[config.mk]
export PLATFORM = sky130hd
export DESIGN_NAME = alu_sequencer_flat
export DESIGN_NICKNAME = d
export VERILOG_FILES = /design/src/rtl/alu_seq_pkg.sv /design/src/rtl/alu_seq_if.sv /design/src/rtl/alu_regfile.sv /design/src/rtl/alu_sequencer.sv /design/src/flat_wrapper.sv
export SDC_FILE = /design/constraint.sdc
export NUM_CORES = 1
export LEC_CHECK = 0
export ABC_AREA = 1
export ABC_CLOCK_PERIOD_IN_PS = 5100
export CAP_MARGIN = 20
export CORE_ASPECT_RATIO = 1.75
export CORE_MARGIN = 2
export CORE_UTILIZATION = 54
export CTS_CLUSTER_DIAMETER = 60
export DETAILED_ROUTE_END_ITERATION = 8
export PLACE_DENSITY = 0.85
export SLEW_MARGIN = 30
export SYNTH_ARGS = -nofsm -noshare
export SYNTH_HDL_FRONTEND = slang
export SYNTH_SLANG_ARGS = --single-unit
[constraint.sdc]
create_clock -name clk -period 5.1 [get_ports clk]
set_clock_uncertainty 0.2 [all_clocks]
set_input_delay 1.53 -clock clk [delete_from_list [all_inputs] [get_ports clk]]
set_output_delay 1.53 -clock clk [all_outputs]
set_load 0.005 [all_outputs]
[src/rtl/alu_seq_pkg.sv]
// Shared constants and types for the ALU sequencer: data and register-index
// widths, ALU opcode encodings and the sequencer state encoding.
package alu_seq_pkg;

   localparam int DATA_W   = 8;
   localparam int REG_W    = 2;
   localparam int NUM_REGS = 1 << REG_W;
   localparam int OP_W     = 3;

   typedef logic [DATA_W-1:0] data_t;
   typedef logic [REG_W-1:0]  reg_idx_t;
   typedef logic [OP_W-1:0]   op_t;

   localparam op_t OP_ADD = 3'b000;
   localparam op_t OP_SUB = 3'b001;
   localparam op_t OP_AND = 3'b010;
   localparam op_t OP_OR  = 3'b011;
   localparam op_t OP_XOR = 3'b100;
   localparam op_t OP_SHL = 3'b101;
   localparam op_t OP_SHR = 3'b110;
   localparam op_t OP_SLT = 3'b111;

   typedef enum logic {
      IDLE = 1'b0,
      EXEC = 1'b1
   } state_e;

endpackage

[src/rtl/alu_seq_if.sv]
// Instruction-issue and write-back channel of the ALU sequencer. The master
// side offers instructions and observes write-backs; the slave side is the
// sequencer itself.
interface alu_seq_if;
   import alu_seq_pkg::*;

   logic     instr_valid;
   logic     instr_ready;
   op_t      instr_op;
   reg_idx_t instr_rd;
   reg_idx_t instr_rs;
   reg_idx_t instr_rt;
   data_t    instr_imm;
   logic     instr_use_imm;

   logic     wb_valid;
   reg_idx_t wb_rd;
   data_t    wb_data;

   modport master (
      output instr_valid, instr_op, instr_rd, instr_rs, instr_rt,
             instr_imm, instr_use_imm,
      input  instr_ready, wb_valid, wb_rd, wb_data
   );

   modport slave (
      input  instr_valid, instr_op, instr_rd, instr_rs, instr_rt,
             instr_imm, instr_use_imm,
      output instr_ready, wb_valid, wb_rd, wb_data
   );

endinterface

[src/rtl/alu_regfile.sv]
// 4 x 8-bit register file with two operand read ports, one debug read port
// and one write port. With ZERO_REG set, r0 is hard-wired to zero.
module alu_regfile
   import alu_seq_pkg::*;
#(
   parameter bit ZERO_REG = 1'b1
) (
   input  logic     clk,
   input  logic     rst_n,
   input  logic     we,
   input  reg_idx_t waddr,
   input  data_t    wdata,
   input  reg_idx_t raddr_a,
   output data_t    rdata_a,
   input  reg_idx_t raddr_b,
   output data_t    rdata_b,
   input  reg_idx_t dbg_addr,
   output data_t    dbg_data
);

   data_t regs [NUM_REGS];

   function automatic data_t read_reg(input reg_idx_t idx);
      if (ZERO_REG && (idx == '0)) begin
         return '0;
      end
      return regs[idx];
   endfunction

   // Register storage: cleared by reset, writes to r0 dropped when it is the zero register.
   always_ff @(posedge clk or negedge rst_n) begin
      if (!rst_n) begin
         for (int i = 0; i < NUM_REGS; i++) begin
            regs[i] <= '0;
         end
      end else if (we && !(ZERO_REG && (waddr == '0))) begin
         regs[waddr] <= wdata;
      end
   end

   assign rdata_a  = read_reg(raddr_a);
   assign rdata_b  = read_reg(raddr_b);
   assign dbg_data = read_reg(dbg_addr);

endmodule

[src/rtl/alu_sequencer.sv]
// Two-state instruction sequencer in front of an external combinational ALU.
// An instruction is accepted in IDLE, its operands are latched onto the ALU
// inputs for one EXEC cycle, and the ALU result is written back at the end of
// that cycle. Write-back always lands before the next acceptance, so
// dependent instructions issued back-to-back need no forwarding.
module alu_sequencer
   import alu_seq_pkg::*;
#(
   parameter bit ZERO_REG = 1'b1
) (
   input  logic     clk,
   input  logic     rst_n,
   alu_seq_if.slave bus,
   output data_t    alu_a,
   output data_t    alu_b,
   output op_t      alu_op,
   input  data_t    alu_result,
   input  logic     alu_zero,
   input  logic     alu_overflow,
   output logic     flag_zero,
   output logic     flag_ovf,
   input  logic     clr_flags,
   input  reg_idx_t dbg_addr,
   output data_t    dbg_data
);

   state_e   state_q;
   state_e   state_d;
   logic     accept;
   logic     writeback;
   logic     ready_c;
   reg_idx_t rd_q;
   data_t    rdata_a;
   data_t    rdata_b;
   logic     wb_valid_q;
   reg_idx_t wb_rd_q;
   data_t    wb_data_q;

   alu_regfile #(
      .ZERO_REG (ZERO_REG)
   ) u_regfile (
      .clk      (clk),
      .rst_n    (rst_n),
      .we       (writeback),
      .waddr    (rd_q),
      .wdata    (alu_result),
      .raddr_a  (bus.instr_rs),
      .rdata_a  (rdata_a),
      .raddr_b  (bus.instr_rt),
      .rdata_b  (rdata_b),
      .dbg_addr (dbg_addr),
      .dbg_data (dbg_data)
   );

   // State register; reset abandons any instruction in flight.
   always_ff @(posedge clk or negedge rst_n) begin
      if (!rst_n) begin
         state_q <= IDLE;
      end else begin
         state_q <= state_d;
      end
   end

   // Next-state logic: accept only in IDLE, write back at the end of every EXEC cycle.
   always_comb begin
      state_d   = state_q;
      accept    = 1'b0;
      writeback = 1'b0;
      ready_c   = 1'b0;
      case (state_q)
         IDLE: begin
            ready_c = rst_n;
            if (bus.instr_valid && rst_n) begin
               accept  = 1'b1;
               state_d = EXEC;
            end
         end
         EXEC: begin
            writeback = 1'b1;
            state_d   = IDLE;
         end
         default: begin
            state_d = IDLE;
         end
      endcase
   end

   // Operand capture at acceptance; the ALU inputs hold these values until the next acceptance.
   always_ff @(posedge clk or negedge rst_n) begin
      if (!rst_n) begin
         alu_a  <= '0;
         alu_b  <= '0;
         alu_op <= '0;
         rd_q   <= '0;
      end else if (accept) begin
         alu_a  <= rdata_a;
         alu_b  <= bus.instr_use_imm ? bus.instr_imm : rdata_b;
         alu_op <= bus.instr_op;
         rd_q   <= bus.instr_rd;
      end
   end

   // Write-back report: one-cycle valid pulse, destination and data held until the next one.
   always_ff @(posedge clk or negedge rst_n) begin
      if (!rst_n) begin
         wb_valid_q <= 1'b0;
         wb_rd_q    <= '0;
         wb_data_q  <= '0;
      end else begin
         wb_valid_q <= writeback;
         if (writeback) begin
            wb_rd_q   <= rd_q;
            wb_data_q <= alu_result;
         end
      end
   end

   // Status flags: zero tracks the last result, overflow is sticky and a new overflow beats a clear.
   always_ff @(posedge clk or negedge rst_n) begin
      if (!rst_n) begin
         flag_zero <= 1'b0;
         flag_ovf  <= 1'b0;
      end else begin
         if (writeback) begin
            flag_zero <= alu_zero;
         end
         flag_ovf <= (clr_flags ? 1'b0 : flag_ovf) | (writeback & alu_overflow);
      end
   end

   assign bus.instr_ready = ready_c;
   assign bus.wb_valid    = wb_valid_q;
   assign bus.wb_rd       = wb_rd_q;
   assign bus.wb_data     = wb_data_q;

endmodule

[src/flat_wrapper.sv]
// flat-port wrapper written by rule: the top's interface ports become plain ports
module alu_sequencer_flat import alu_seq_pkg::*;
#(
   parameter bit ZERO_REG = 1'b1
)
  (clk, rst_n, alu_a, alu_b, alu_op, alu_result, alu_zero, alu_overflow, flag_zero, flag_ovf, clr_flags, dbg_addr, dbg_data, bus_instr_valid, bus_instr_op, bus_instr_rd, bus_instr_rs, bus_instr_rt, bus_instr_imm, bus_instr_use_imm, bus_instr_ready, bus_wb_valid, bus_wb_rd, bus_wb_data);
  alu_seq_if bus_i ();
  input  logic clk;
  input  logic rst_n;
  output data_t alu_a;
  output data_t alu_b;
  output op_t alu_op;
  input  data_t alu_result;
  input  logic alu_zero;
  input  logic alu_overflow;
  output logic flag_zero;
  output logic flag_ovf;
  input  logic clr_flags;
  input  reg_idx_t dbg_addr;
  output data_t dbg_data;
  input wire logic [$bits(bus_i.instr_valid)-1:0] bus_instr_valid;
  input wire logic [$bits(bus_i.instr_op)-1:0] bus_instr_op;
  input wire logic [$bits(bus_i.instr_rd)-1:0] bus_instr_rd;
  input wire logic [$bits(bus_i.instr_rs)-1:0] bus_instr_rs;
  input wire logic [$bits(bus_i.instr_rt)-1:0] bus_instr_rt;
  input wire logic [$bits(bus_i.instr_imm)-1:0] bus_instr_imm;
  input wire logic [$bits(bus_i.instr_use_imm)-1:0] bus_instr_use_imm;
  output wire logic [$bits(bus_i.instr_ready)-1:0] bus_instr_ready;
  output wire logic [$bits(bus_i.wb_valid)-1:0] bus_wb_valid;
  output wire logic [$bits(bus_i.wb_rd)-1:0] bus_wb_rd;
  output wire logic [$bits(bus_i.wb_data)-1:0] bus_wb_data;
  assign bus_i.instr_valid = bus_instr_valid;
  assign bus_i.instr_op = bus_instr_op;
  assign bus_i.instr_rd = bus_instr_rd;
  assign bus_i.instr_rs = bus_instr_rs;
  assign bus_i.instr_rt = bus_instr_rt;
  assign bus_i.instr_imm = bus_instr_imm;
  assign bus_i.instr_use_imm = bus_instr_use_imm;
  assign bus_instr_ready = bus_i.instr_ready;
  assign bus_wb_valid = bus_i.wb_valid;
  assign bus_wb_rd = bus_i.wb_rd;
  assign bus_wb_data = bus_i.wb_data;
  alu_sequencer #(.ZERO_REG(ZERO_REG)) u_core (.clk(clk), .rst_n(rst_n), .bus(bus_i), .alu_a(alu_a), .alu_b(alu_b), .alu_op(alu_op), .alu_result(alu_result), .alu_zero(alu_zero), .alu_overflow(alu_overflow), .flag_zero(flag_zero), .flag_ovf(flag_ovf), .clr_flags(clr_flags), .dbg_addr(dbg_addr), .dbg_data(dbg_data));
endmodule
* Word-level counts from Yosys, hierarchy flattened
Index checks and enable logic that the tools add are counted.
Widths: inputs -> output; s select.
** Word-level totals
- Flip-flop bits (word level) :: 67
- Latch bits :: 0
- Memory bits (writable) :: 0
- Memory bits (read-only) :: 0
- Bits of input ports :: 34
- Output and inout bits :: 41
- Word-level logic and storage cells :: 62
- Memories kept :: 0
** Operators by class
- $add $sub $neg :: 0
- Multipliers :: 0
- Div/mod/pow operators :: 0
- $lt $le $gt $ge :: 5
- Eq/ne operators :: 0
- Shift-type cells :: 0
- Multiplexer cells :: 28
- Bitwise gates (word level) :: 7
- Reductions and logical operators :: 8
** Operators with widths (count)
- $mux 8 :: 14
- $bmux 8 s2 :: 3
- $bwmux 32 :: 1
- $demux 8 s2 :: 1
- $ge 3x3->1 const B :: 4
- $not 2->3 :: 4
- $logic_not 2->1 :: 4
- $mux 1 :: 8
- $logic_and 1x1->1 :: 3
- $lt 3x1->1 const B :: 1
- $pmux 1 s2 :: 1
- $and 1x1->1 :: 1
- $logic_not 1->1 :: 1
- $not 1->1 :: 1
- $or 1x1->1 :: 1

* Logic depth before layout (Yosys ltp)
- Depth in word-level cells :: 6
- Depth in mapped cells :: 8
- Depth with buffers taken out :: 6

* Cells and area by module
Synthesis repeated with hierarchy kept, for this count alone.
** Second synthesis, totals
- Cell total of the unflattened synthesis :: 497
- Area, all modules :: 3575.9 um^2
** By module, submodules not included
- alu_regfile :: times used 1, cells an instance 325, area an instance 2167.1 um^2, sequential area each 800.8 um^2
- alu_sequencer :: times used 1, cells an instance 172, area an instance 1408.9 um^2, sequential area each 875.8 um^2

* Worst setup path before layout
OpenSTA, ideal clock, no wires.
- Path type :: in2out
- Start point :: input port dbg_addr[0]
- End point :: output port dbg_data[6]
- Arrival time :: 2234 ps
- Data required time :: 3370 ps
- Slack :: 1136 ps
- Stages on the path :: 6
- Path buffers :: 2
- Cells stage by stage :: buf_4 -> inv_1 -> buf_2 -> a21oi_1 -> o21ai_0 -> a21oi_1
** On the way
- Word-level cells in the longest chain between the ends :: 5
- Elaborated cells on any way between the ends :: 7
- Classes of those cells :: mux: 5; bitwise: 1; reduce/logical: 1
** Ends and longest elaborated chain
- start: declaration :: RTL line flat_wrapper.sv:19 : input reg_idx_t dbg_addr;
- $not 2->3 (implied by the code) :: RTL line alu_regfile.sv:27 : return regs[idx];
- $bmux 8 s2 :: RTL line alu_regfile.sv:27
- $mux 8 (implied by the code) (2 in series) :: RTL line alu_regfile.sv:27
- $mux 8 (*) :: RTL line alu_regfile.sv:27
- end: declaration :: RTL line flat_wrapper.sv:20 : output data_t dbg_data;
Mark *: on every way between the ends. The rest lies on a longest branch, timed or not. The select of a mux whose other input is x is not followed.

* Worst setup path after layout
- Start point :: input port dbg_addr[1]
- End point :: output port dbg_data[0]
The elaborated chain is that of the path after synthesis.

==> impl_metrics.toml <==
[cts]
cts_hold_buf = 0
clock_insertion_delay_at_the_later_pin_of_the_skew_report_ps = 340
cts.repair.resized = 0
cts.sink_count = 67
worst_setup_hold_path_clk_slew_ps = 80
htree_num_levels = 3
clk_root_buffer_cell = "clkbuf_8"
postCtsSetupBuffers = 0
total_cts_buffers = 9
clk_path_buf_depth = 2
tritoncts = "built"

[timing]
fin_tns_setup_ps = 0
number_of_endpoints_with_negative_hold_slack_in_the_final_report = 0
whs_ps = 205
post-route-period-util = 0.995
timing.fmax_mhz = 197
tightestPinTransition_ps = 831
slew_headroom = 0.446
fin_crit_ps = 5080
rsz0062_at_grt = "false"
slew_violations = 0
finalSetupViolations = 0

[final_layout]
final_core_util = 0.717
area_delta_synth_final_pct = 28.7
antenna-diode-count = 0
post_route_cells_drive_above_1_share = 0.0697
layout.cells.most_common_list = "nand2_1 (100), clkdlybuf4s50_1 (72), dfrtp_1 (67), a21oi_1 (64), o21ai_0 (59)"
num-nets-final = 517
mostFrequentLayoutCell = "nand2_1"

[power]
power_per_cell_area_mw_per_mm2 = 410
seq_power_share = 0.444
power_report.internal_total_w = 0.00117
power.switching_w = 0.000559
power.combinational.fraction = 0.270
design_power_total_w = 0.00173
leakagePower_nw = 2.01
power.share.switching = 0.324
clockPowerShare = 0.286
ir_worst_vdd_uv = 248

[outcome]
status = "completed"

[floorplan]
io-pin-count = 75
floorplan.initialDensity = 0.557
row_count = 37
dieWidth_um = 62.9
die_height_um = 107
area_of_the_die_mm2 = 0.00673
core_region_mm2 = 0.00588

[critical_path]
critical_path.cell_chain = "clkdlybuf4s50_1, inv_1, a21oi_1, o21ai_0, a21oi_1, clkdlybuf4s50_1"
timing.critical_path.slowest_stage_cell = "clkdlybuf4s50_1"
worstPathRequired_ps = 3370
critPathMaxFanout = 8
cp-start-kind = "primary input"
max_stage_delay_ps = 570
cp_capture_type = "output port"
worstPathArrival_ps = 3350
setup.worst_path.class = "primary input to output port"

[drt]
drcViolationCount = 0
detailroute.via_count = 3099
drtIter0Drc = 180
routed_via_density = 5.48
detailedRoute.firstPassIterationCount = 5
drt-wirelength-per-cell_um = 15.4
route.antenna.remaining_nets = 0
totalWireLength_um = 8710

[placed_design]
place_congestion = 0.975
place.port_buffers = 74
detailed_place_hpwl_um = 6310

[global_routing]
grt.total_usage = 0.277
grt_antenna_before_repair = 0
grt_pass1_vias = 3153
grt-ovfl-total = 0
first_pass_grt_wire_length_um = 14600
largest_net_degree_at_the_start_of_global_routing = 68

[yosys]
ys_seq_elements = 67
yosysWarningCount = 0
mappedNetlistArea_mm2 = 0.00327
postSynthCellCount = 421
seq_area_frac_synth = 0.512
synth_nets = 455
synth.lib_cells_used.distinct = 17
syn_area_per_cell_um2 = 7.78

[worst_hold_path]
hold_class = "flop to flop"

[job]
cap_violations = 0
## cell families after synthesis
family / Yosys count / share of synthesized area
DFF: 67 / 0.512
and+or+nand+nor: 148 / 0.182
buffers and inverters: 79 / 0.105
muxes: 3 / 0.0103
AOI/OAI and AO/OA: 124 / 0.191
## metal layers
metal / vias to the layer above / GRT usage / wire length, um
li1: 1475 / - / -
met2: 154 / 0.481 / 4480
met1: 1438 / 0.301 / 3180
met3: 32 / 0.0598 / 581
met5: - / 0 / 0
met4: 0 / 0.176 / 465
## worst max-delay path: cells and delay by family
family	cells	cell delay, ps
buffers and inverters	3	1320
AOI/OAI and AO/OA	3	490
## per-stage QoR
step	instance area, um2	cells	worst slack [ps]
floorplan	3270	421	1140
global placement	4000	550	105
detailed placement	4000	550	78.9
CTS	4220	566	63.0
global route	4220	566	2.18
finish	4220	566	23.5
## state kept, by name, indices dropped and copies added, names as in the netlist
name and flops:
u_core.rd_q 2, u_core.bus.wb_valid 1, u_core.bus.wb_rd 2, u_core.state_q 1, u_core.alu_a 8, u_core.alu_b 8
u_core.flag_zero 1, u_core.flag_ovf 1, u_core.bus.wb_data 8, u_core.alu_op 3, u_core.u_regfile.regs 32
## synthesized netlist by cell type
cell type / count / area (um2)
nand2_1: 100 / 375
dfrtp_1: 67 / 1680
a21oi_1: 64 / 320
o21ai_0: 59 / 295
inv_1: 47 / 176
nand3_1: 27 / 135
nor2_1: 18 / 67.6
clkbuf_1: 11 / 41.3
buf_2: 10 / 50.1
buf_4: 5 / 37.5
inv_2: 3 / 11.3
mux2_2: 3 / 33.8
buf_6: 2 / 22.5
nor2_2: 2 / 12.5
a21oi_2: 1 / 8.76
buf_1: 1 / 3.75
nand2_2: 1 / 6.26
## final cells by class
cell class                 count  area (um2)
inverter                      50         188
timing repair buffer          80         776
tap                           78        97.6
clock buffer                   9         124
clock inverter                 7        98.8
fill                         482        1660
multi-input combinational    275        1250
sequential                    67        1680
## power groups by stage
stage               registers [W]  clock network, W  logic [W]
floorplan                0.000745                 0   0.000250
global placement         0.000764                 0   0.000441
finish                   0.000767          0.000494   0.000466
CTS                      0.000764          0.000497   0.000468
global route             0.000784          0.000524   0.000525
detailed placement       0.000772                 0   0.000462
## path summary, 6_finish.rpt
kind                                      startpoint                         to  slack, ps  cells after the start
max                                      dbg_addr[1]                dbg_data[0]         20                      6
min reg2reg                u_core.u_regfile.regs[29]  u_core.u_regfile.regs[29]        200                      0
min in group asynchronous                      rst_n  u_core.u_regfile.regs[30]       1260                      2
min                        u_core.u_regfile.regs[29]  u_core.u_regfile.regs[29]        200                      0
max reg2reg                           u_core.state_q            u_core.alu_a[4]       2900                      5
max in group asynchronous                      rst_n           u_core.alu_op[1]       2900                      2
No activity file was read; power rests on OpenSTA's default activity.
